===== config.mk =====
export PLATFORM = sky130hd
export DESIGN_NAME = key_onehot_decoder
export DESIGN_NICKNAME = d
export VERILOG_FILES = /design/src/rtl/key_decode_pkg.sv /design/src/rtl/key_debounce.sv /design/src/rtl/key_onehot_decoder.sv
export SDC_FILE = /design/constraint.sdc
export NUM_CORES = 1
export LEC_CHECK = 0
export ABC_AREA = 1
export CAP_MARGIN = 30
export CELL_PAD_IN_SITES_DETAIL_PLACEMENT = 1
export CELL_PAD_IN_SITES_GLOBAL_PLACEMENT = 2
export CORE_MARGIN = 8
export CORE_UTILIZATION = 36
export DETAILED_ROUTE_END_ITERATION = 16
export MAX_ROUTING_LAYER = met4
export PLACE_DENSITY_LB_ADDON = 0.25
export SLEW_MARGIN = 0
export SYNTH_ARGS = -nofsm -noshare
export SYNTH_HDL_FRONTEND = slang
export SYNTH_SLANG_ARGS = --single-unit

===== constraint.sdc =====
create_clock -name clk -period 1.75 [get_ports clk]
set_clock_uncertainty 0.2 [all_clocks]
set_input_delay 0.35 -clock clk [delete_from_list [all_inputs] [get_ports clk]]
set_output_delay 0.35 -clock clk [all_outputs]
set_load 0.01 [all_outputs]

===== src/rtl/key_decode_pkg.sv =====
// ============================================================================
// key_decode_pkg
// Shared types and helpers for the one-hot key decoder: debounce FSM state
// encoding, debounce counter sizing and the default kit clock frequency.
// Revision: 1.0
// ============================================================================
`default_nettype none

package key_decode_pkg;

   // Debounce FSM state encoding
   typedef enum logic [0:0] {
      ST_IDLE  = 1'b0,
      ST_COUNT = 1'b1
   } deb_state_e;

   // Kit oscillator frequency; DEB_CYCLES/BLINK_DIV defaults assume it
   localparam int unsigned CLK_HZ_DEFAULT = 50_000_000;

   // Width of a counter that must hold 0 .. cycles-1 (at least one bit)
   function automatic int unsigned deb_cnt_width(input int unsigned cycles);
      if (cycles <= 2) begin
         return 1;
      end
      return $clog2(cycles);
   endfunction

endpackage : key_decode_pkg

`default_nettype wire


===== src/rtl/key_debounce.sv =====
// ============================================================================
// key_debounce
// Two-flop synchroniser followed by a debounce FSM. A new input vector is
// accepted into the stable vector only after it has been held unchanged for
// DEB_CYCLES cycles; accept_o pulses for one cycle together with the update.
// Revision: 1.0
// ============================================================================
`default_nettype none

module key_debounce
   import key_decode_pkg::*;
#(
   parameter int unsigned WIDTH      = 3,
   parameter int unsigned DEB_CYCLES = 1000000
) (
   input  logic             clk,
   input  logic             rst,
   input  logic [WIDTH-1:0] raw_i,
   output logic [WIDTH-1:0] stable_o,
   output logic             accept_o
);

   localparam int unsigned      CNT_W    = deb_cnt_width(DEB_CYCLES);
   localparam logic [CNT_W-1:0] CNT_LAST = CNT_W'(DEB_CYCLES - 1);

   logic [WIDTH-1:0] sync1_q;
   logic [WIDTH-1:0] sync2_q;
   logic [WIDTH-1:0] cand_q;     // candidate value currently being timed
   logic [WIDTH-1:0] stable_q;
   logic [CNT_W-1:0] cnt_q;
   logic             accept_q;
   deb_state_e       state_q;

   // Two-flop synchroniser; released keys read as 1
   always_ff @(posedge clk or posedge rst) begin
      if (rst) begin
         sync1_q <= '1;
         sync2_q <= '1;
      end else begin
         sync1_q <= raw_i;
         sync2_q <= sync1_q;
      end
   end

   // Debounce FSM: time a candidate; restart whenever the synchronised value moves
   always_ff @(posedge clk or posedge rst) begin
      if (rst) begin
         state_q  <= ST_IDLE;
         cnt_q    <= '0;
         cand_q   <= '1;
         stable_q <= '1;
         accept_q <= 1'b0;
      end else begin
         accept_q <= 1'b0;
         case (state_q)
            ST_IDLE: begin
               if (sync2_q != stable_q) begin
                  // The sample that reveals the difference is the first stable one
                  state_q <= ST_COUNT;
                  cand_q  <= sync2_q;
                  cnt_q   <= CNT_W'(1);
               end else begin
                  cnt_q <= '0;
               end
            end
            ST_COUNT: begin
               if (sync2_q != cand_q) begin
                  cnt_q  <= '0;
                  cand_q <= sync2_q;
                  if (sync2_q == stable_q) begin
                     state_q <= ST_IDLE;
                  end
               end else if (cnt_q == CNT_LAST) begin
                  stable_q <= sync2_q;
                  accept_q <= 1'b1;
                  cnt_q    <= '0;
                  state_q  <= ST_IDLE;
               end else begin
                  cnt_q <= cnt_q + CNT_W'(1);
               end
            end
            default: begin
               state_q <= ST_IDLE;
               cnt_q   <= '0;
            end
         endcase
      end
   end

   assign stable_o = stable_q;
   assign accept_o = accept_q;

endmodule : key_debounce

`default_nettype wire


===== src/rtl/key_onehot_decoder.sv =====
// ============================================================================
// key_onehot_decoder
// Debounced SEL_W-key to 2**SEL_W one-hot LED decoder with lamp-test key,
// change pulse and valid flag. Optional blinking of the selected LED is built
// in when KEY_ONEHOT_DECODER_BLINK_EN is defined.
// Revision: 1.0
// ============================================================================
`default_nettype none

module key_onehot_decoder
   import key_decode_pkg::*;
#(
   parameter int unsigned SEL_W      = 2,
   parameter int unsigned DEB_CYCLES = 1000000,
   parameter bit          ACT_LOW    = 1'b1,
   parameter int unsigned BLINK_DIV  = 12500000
) (
   input  logic                  clk,
   input  logic                  rst,
   input  logic [SEL_W-1:0]      key_sel,
   input  logic                  key_test,
   output logic [(2**SEL_W)-1:0] led,
   output logic [SEL_W-1:0]      idx,
   output logic                  changed,
   output logic                  valid
);

   localparam int unsigned      OUT_N   = 2**SEL_W;
   localparam logic [OUT_N-1:0] LED_OFF = {OUT_N{ACT_LOW}};

   logic [SEL_W:0]     stable_w;
   logic               accept_w;

   logic [SEL_W-1:0]   idx_d;
   logic               test_d;
   logic [OUT_N-1:0]   lit_d;      // active-high LED pattern
   logic               load_d;
   logic               chg_d;

   logic [OUT_N-1:0]   lit_q;
   logic [SEL_W-1:0]   idx_q;
   logic               test_q;
   logic               changed_q;
   logic               valid_q;
   logic [OUT_N-1:0]   lit_out_w;

   key_debounce #(
      .WIDTH      (SEL_W + 1),
      .DEB_CYCLES (DEB_CYCLES)
   ) u_debounce (
      .clk      (clk),
      .rst      (rst),
      .raw_i    ({key_test, key_sel}),
      .stable_o (stable_w),
      .accept_o (accept_w)
   );

   // Decode the stable (pressed = 0) vector into index, lamp test and LED pattern
   always_comb begin
      idx_d  = ~stable_w[SEL_W-1:0];
      test_d = ~stable_w[SEL_W];
      lit_d  = '0;
      if (test_d) begin
         lit_d = '1;
      end else begin
         lit_d[idx_d] = 1'b1;
      end
      // First post-reset cycle loads unconditionally; afterwards only on accept
      load_d = !valid_q || accept_w;
      chg_d  = valid_q && accept_w && ((idx_d != idx_q) || (test_d != test_q));
   end

   // Output registers; changed is raised on the same edge as the update
   always_ff @(posedge clk or posedge rst) begin
      if (rst) begin
         lit_q     <= '0;
         idx_q     <= '0;
         test_q    <= 1'b0;
         changed_q <= 1'b0;
         valid_q   <= 1'b0;
      end else begin
         valid_q   <= 1'b1;
         changed_q <= chg_d;
         if (load_d) begin
            lit_q  <= lit_d;
            idx_q  <= idx_d;
            test_q <= test_d;
         end
      end
   end

`ifdef KEY_ONEHOT_DECODER_BLINK_EN
   localparam int unsigned      BLK_W    = (BLINK_DIV <= 2) ? 1 : $clog2(BLINK_DIV);
   localparam logic [BLK_W-1:0] BLK_LAST = BLK_W'(BLINK_DIV - 1);

   logic [BLK_W-1:0] blink_cnt_q;
   logic             phase_q;

   // Blink phase generator, restarted at phase 0 with every change pulse
   always_ff @(posedge clk or posedge rst) begin
      if (rst) begin
         blink_cnt_q <= '0;
         phase_q     <= 1'b0;
      end else if (chg_d) begin
         blink_cnt_q <= '0;
         phase_q     <= 1'b0;
      end else if (blink_cnt_q == BLK_LAST) begin
         blink_cnt_q <= '0;
         phase_q     <= ~phase_q;
      end else begin
         blink_cnt_q <= blink_cnt_q + BLK_W'(1);
      end
   end

   // Lamp test stays steady; the selected LED is lit only in phase 1
   assign lit_out_w = (test_q || phase_q) ? lit_q : '0;
`else
   assign lit_out_w = lit_q;
`endif

   assign led     = lit_out_w ^ LED_OFF;
   assign idx     = idx_q;
   assign changed = changed_q;
   assign valid   = valid_q;

endmodule : key_onehot_decoder

`default_nettype wire


==> flow_summary.json, run 1 <==
{
  "outcome": "complete, no violations",
  "grt.met2_usage_pct": 19.4,
  "report.final.slew_viol_count": 0,
  "overflow": 0,
  "number_of_warnings_printed_during_yosys_synthesis": 0,
  "top_flip_flop_cell_by_instance_count_after_synthesis": "sky130_fd_sc_hd__dfrtp_1",
  "static-leakage-power_nw": 1.20,
  "finalCritPeriodShare_pct": 96.4,
  "seqCellArea_mm2": 0.00109,
  "synth.yosys.seq_area_share_pct": 49.4,
  "grt_antenna_before_repair": 0,
  "hold_path.class": "in -> async",
  "route.detailed.wl_per_inst_um": 12.9,
  "place_congestion": 0.739,
  "critical_register_to_register_path_endpoint": "u_debounce.stable_o[2]",
  "clk_transition_reported_paths_ns": 0.08,
  "ant_nets": 0,
  "vias": 1699,
  "clockRootBuffer": "sky130_fd_sc_hd__clkbuf_8",
  "grt_most_used_layer": "met2",
  "ys_ff_latch": 43,
  "synth-async-reset-ratio_pct": 100,
  "top_level_ports": 13,
  "synth.lib_cells_used.distinct": 31,
  "post_route_cells_drive_above_1_share_pct": 26.9,
  "clk_latency_ns": 0.29,
  "final_nets": 302,
  "layout.cells.most_common": "sky130_fd_sc_hd__nand2_1",
  "power-per-cell-area_mw_per_mm2": 863,
  "critPathTopFamily": "buffers and inverters",
  "drv.max_cap_violation_count": 0,
  "total_power_mw": 2.35,
  "tritoncts.num_buffers": 5,
  "multi_input_comb_area_mm2": 0.00104,
  "worst_path_cell_chain": "clkdlybuf4s50_1",
  "cts-root-to-sink-buffers": 2,
  "n_fill_cell": 717,
  "dp_hpwl_um": 3580,
  "critical_path_class": "reg -> out",
  "track_usage_pct": 12.4,
  "slowest_stage": "sky130_fd_sc_hd__clkdlybuf4s50_1",
  "number_of_flops_mapped_to_enable_cells_by_yosys": 0,
  "worst-endpoint-arrival_ns": 1.14,
  "worst_setup_path_end_kind": "output pin",
  "die_w_um": 94.3,
  "starting_drt_drc_count": 77,
  "clkSinkCount": 43,
  "first_global_vias": 1852,
  "core.rowCount": 28,
  "report.final.hold_viol_count": 0,
  "grtUsageMet1_pct": 15.0,
  "post_synthesis_cell_area_mm2": 0.00221,
  "port_buffers": 12,
  "r2r_cells": 10,
  "grt_util_met3_pct": 3.28,
  "critical_path.reg2reg.startpoint": "u_debounce.cnt_q[15]",
  "tritoncts": "yes",
  "fmax_ghz": 0.593,
  "power.ir.vdd_worst_mv": 0.418,
  "critical_path_peak_fanout": 1,
  "avgViaCountPerCell": 4.57,
  "postCtsHoldBufs": 0,
  "layout-area-overhead-vs-synth_pct": 23.1,
  "final-setup-viol-count": 0,
  "maximum_number_of_pins_on_one_net_before_global_route_repair": 24,
  "layout.cells.most_common_list": "75 x sky130_fd_sc_hd__nand2_1, 31 x sky130_fd_sc_hd__dfrtp_1, 28 x sky130_fd_sc_hd__inv_1",
  "synthesis.nets": 266,
  "worst-path-buf-inv": 1,
  "finalSetupTns_ns": 0,
  "routed_wl_um": 4800,
  "die-area_mm2": 0.00889,
  "placeableCoreArea_mm2": 0.00592,
  "dr.pass1.iters": 4,
  "worstSetupStartpointType": "flip-flop",
  "cts-htree-levels": 2,
  "synth_instances": 260,
  "insertedDiodeCount": 0,
  "floorplan.initialDensity_pct": 37.3,
  "grt_pass1_wl_um": 8510,
  "cp_data_required_time_ns": 1.20,
  "die_height_um": 94.3,
  "post-route-drc-count": 0,
  "period_needed_ns": 1.69,
  "cp_slowest_stage_delay_ns": 0.53,
  "synth_area_per_cell_um2": 8.49,
  "ff2ff_setup_slack_ns": 0.10
}
## per-stage QoR
step	hold slack [ns]	instances	setup WS [ns]	cell area, µm²	utilization (%)
6_report	0.110	372	0.0637	2720	45.9
3_3_place_gp	0.146	359	0.0316	2520	42.5
3_5_place_dp	0.152	359	-0.00783	2520	42.5
2_1_floorplan	0.145	260	0.137	2210	-
5_1_grt	0.135	372	-0.0246	2720	45.9
4_1_cts	0.110	367	0.0112	2600	44.0
## cell families (layout without fill, tap and decap cells)
family | Yosys count | count (layout) | share of synthesized area, %
and+or+nand+nor | 152 | 153 | 33.2
xor gates and xnor gates | 17 | 17 | 6.75
DFF | 43 | 43 | 49.4
adders and majority gates | 1 | 1 | 0.567
AOI/OAI and AO/OA | 8 | 8 | 2.27
other | 1 | 1 | 0.170
buffers and inverters | 38 | 74 | 7.60
## report_power, final
group          switching [mW]  internal, mW
combinational           0.377         0.187
sequential             0.0599          1.10
clock                   0.340         0.280
## layout make-up
cell class | instances | share of cell area [%]
multi-input cells | 180 | 38.4
inverters | 34 | 4.88
flip-flops and latches | 43 | 40.1
well taps | 75 | 3.45
repair buffers | 32 | 10.1
clock inverters | 2 | 0.414
clock buffers | 6 | 2.67
## flip-flops by register name, summed over array words and instances (netlist names)
name and cells:
u_debounce.stable_o 3, test_q 1, u_debounce.cnt_q 20, u_debounce.accept_o 1, changed 1, lit_out_w 4, u_debounce.cand_q 3, u_debounce.state_q 1
u_debounce.sync1_q 3, u_debounce.sync2_q 3, idx 2, valid 1
## worst max-delay path by stage
stage	from	to	slack (ns)	depth (start not counted)
finish	changed	changed	0.06	1
global route	u_debounce.cnt_q[15]	u_debounce.stable_o[0]	-0.02	10
CTS	u_debounce.cnt_q[1]	u_debounce.stable_o[0]	0.01	8
detailed placement	u_debounce.sync2_q[2]	u_debounce.cnt_q[15]	-0.008	8
global placement	u_debounce.cnt_q[0]	u_debounce.cnt_q[15]	0.03	8
floorplan	u_debounce.cnt_q[0]	u_debounce.cnt_q[10]	0.14	9
## repair_timing
| action | CTS | global route |
|---|---|---|
| setup endpoints to repair | 12 | 23 |
| gates cloned | 0 | 1 |
| pin swaps | 0 | 6 |
| resized for setup | 8 | 22 |
| setup buffers | 0 | 4 |
## metal layers
layer  vias up  wire length, µm  part of all wire [%]
li1        866                -                     -
met1       810             2260                    47
met2        17             2330                    49
met3         6              143                   3.0
met4         0               59                   1.2
met5         -                0                     0
## cell usage after synthesis (all sizes together) (3+ instances only)
master,count,area share (%)
and2,3,0.85
buf,3,1.4
dfrtp,31,35
dfstp,12,14
inv,32,5.4
nand2,83,15
nand3,16,4.2
nor2,42,11
xnor2,7,2.8
xor2,10,4.0
Power figures use the tool's default switching activity.
==> inputs of run 2 (changes only) <==
SLEW_MARGIN = 20   (was 0)
==> results of run 2 <==
Same layout as run 1: the final DEF is identical, and so are final timing and power.
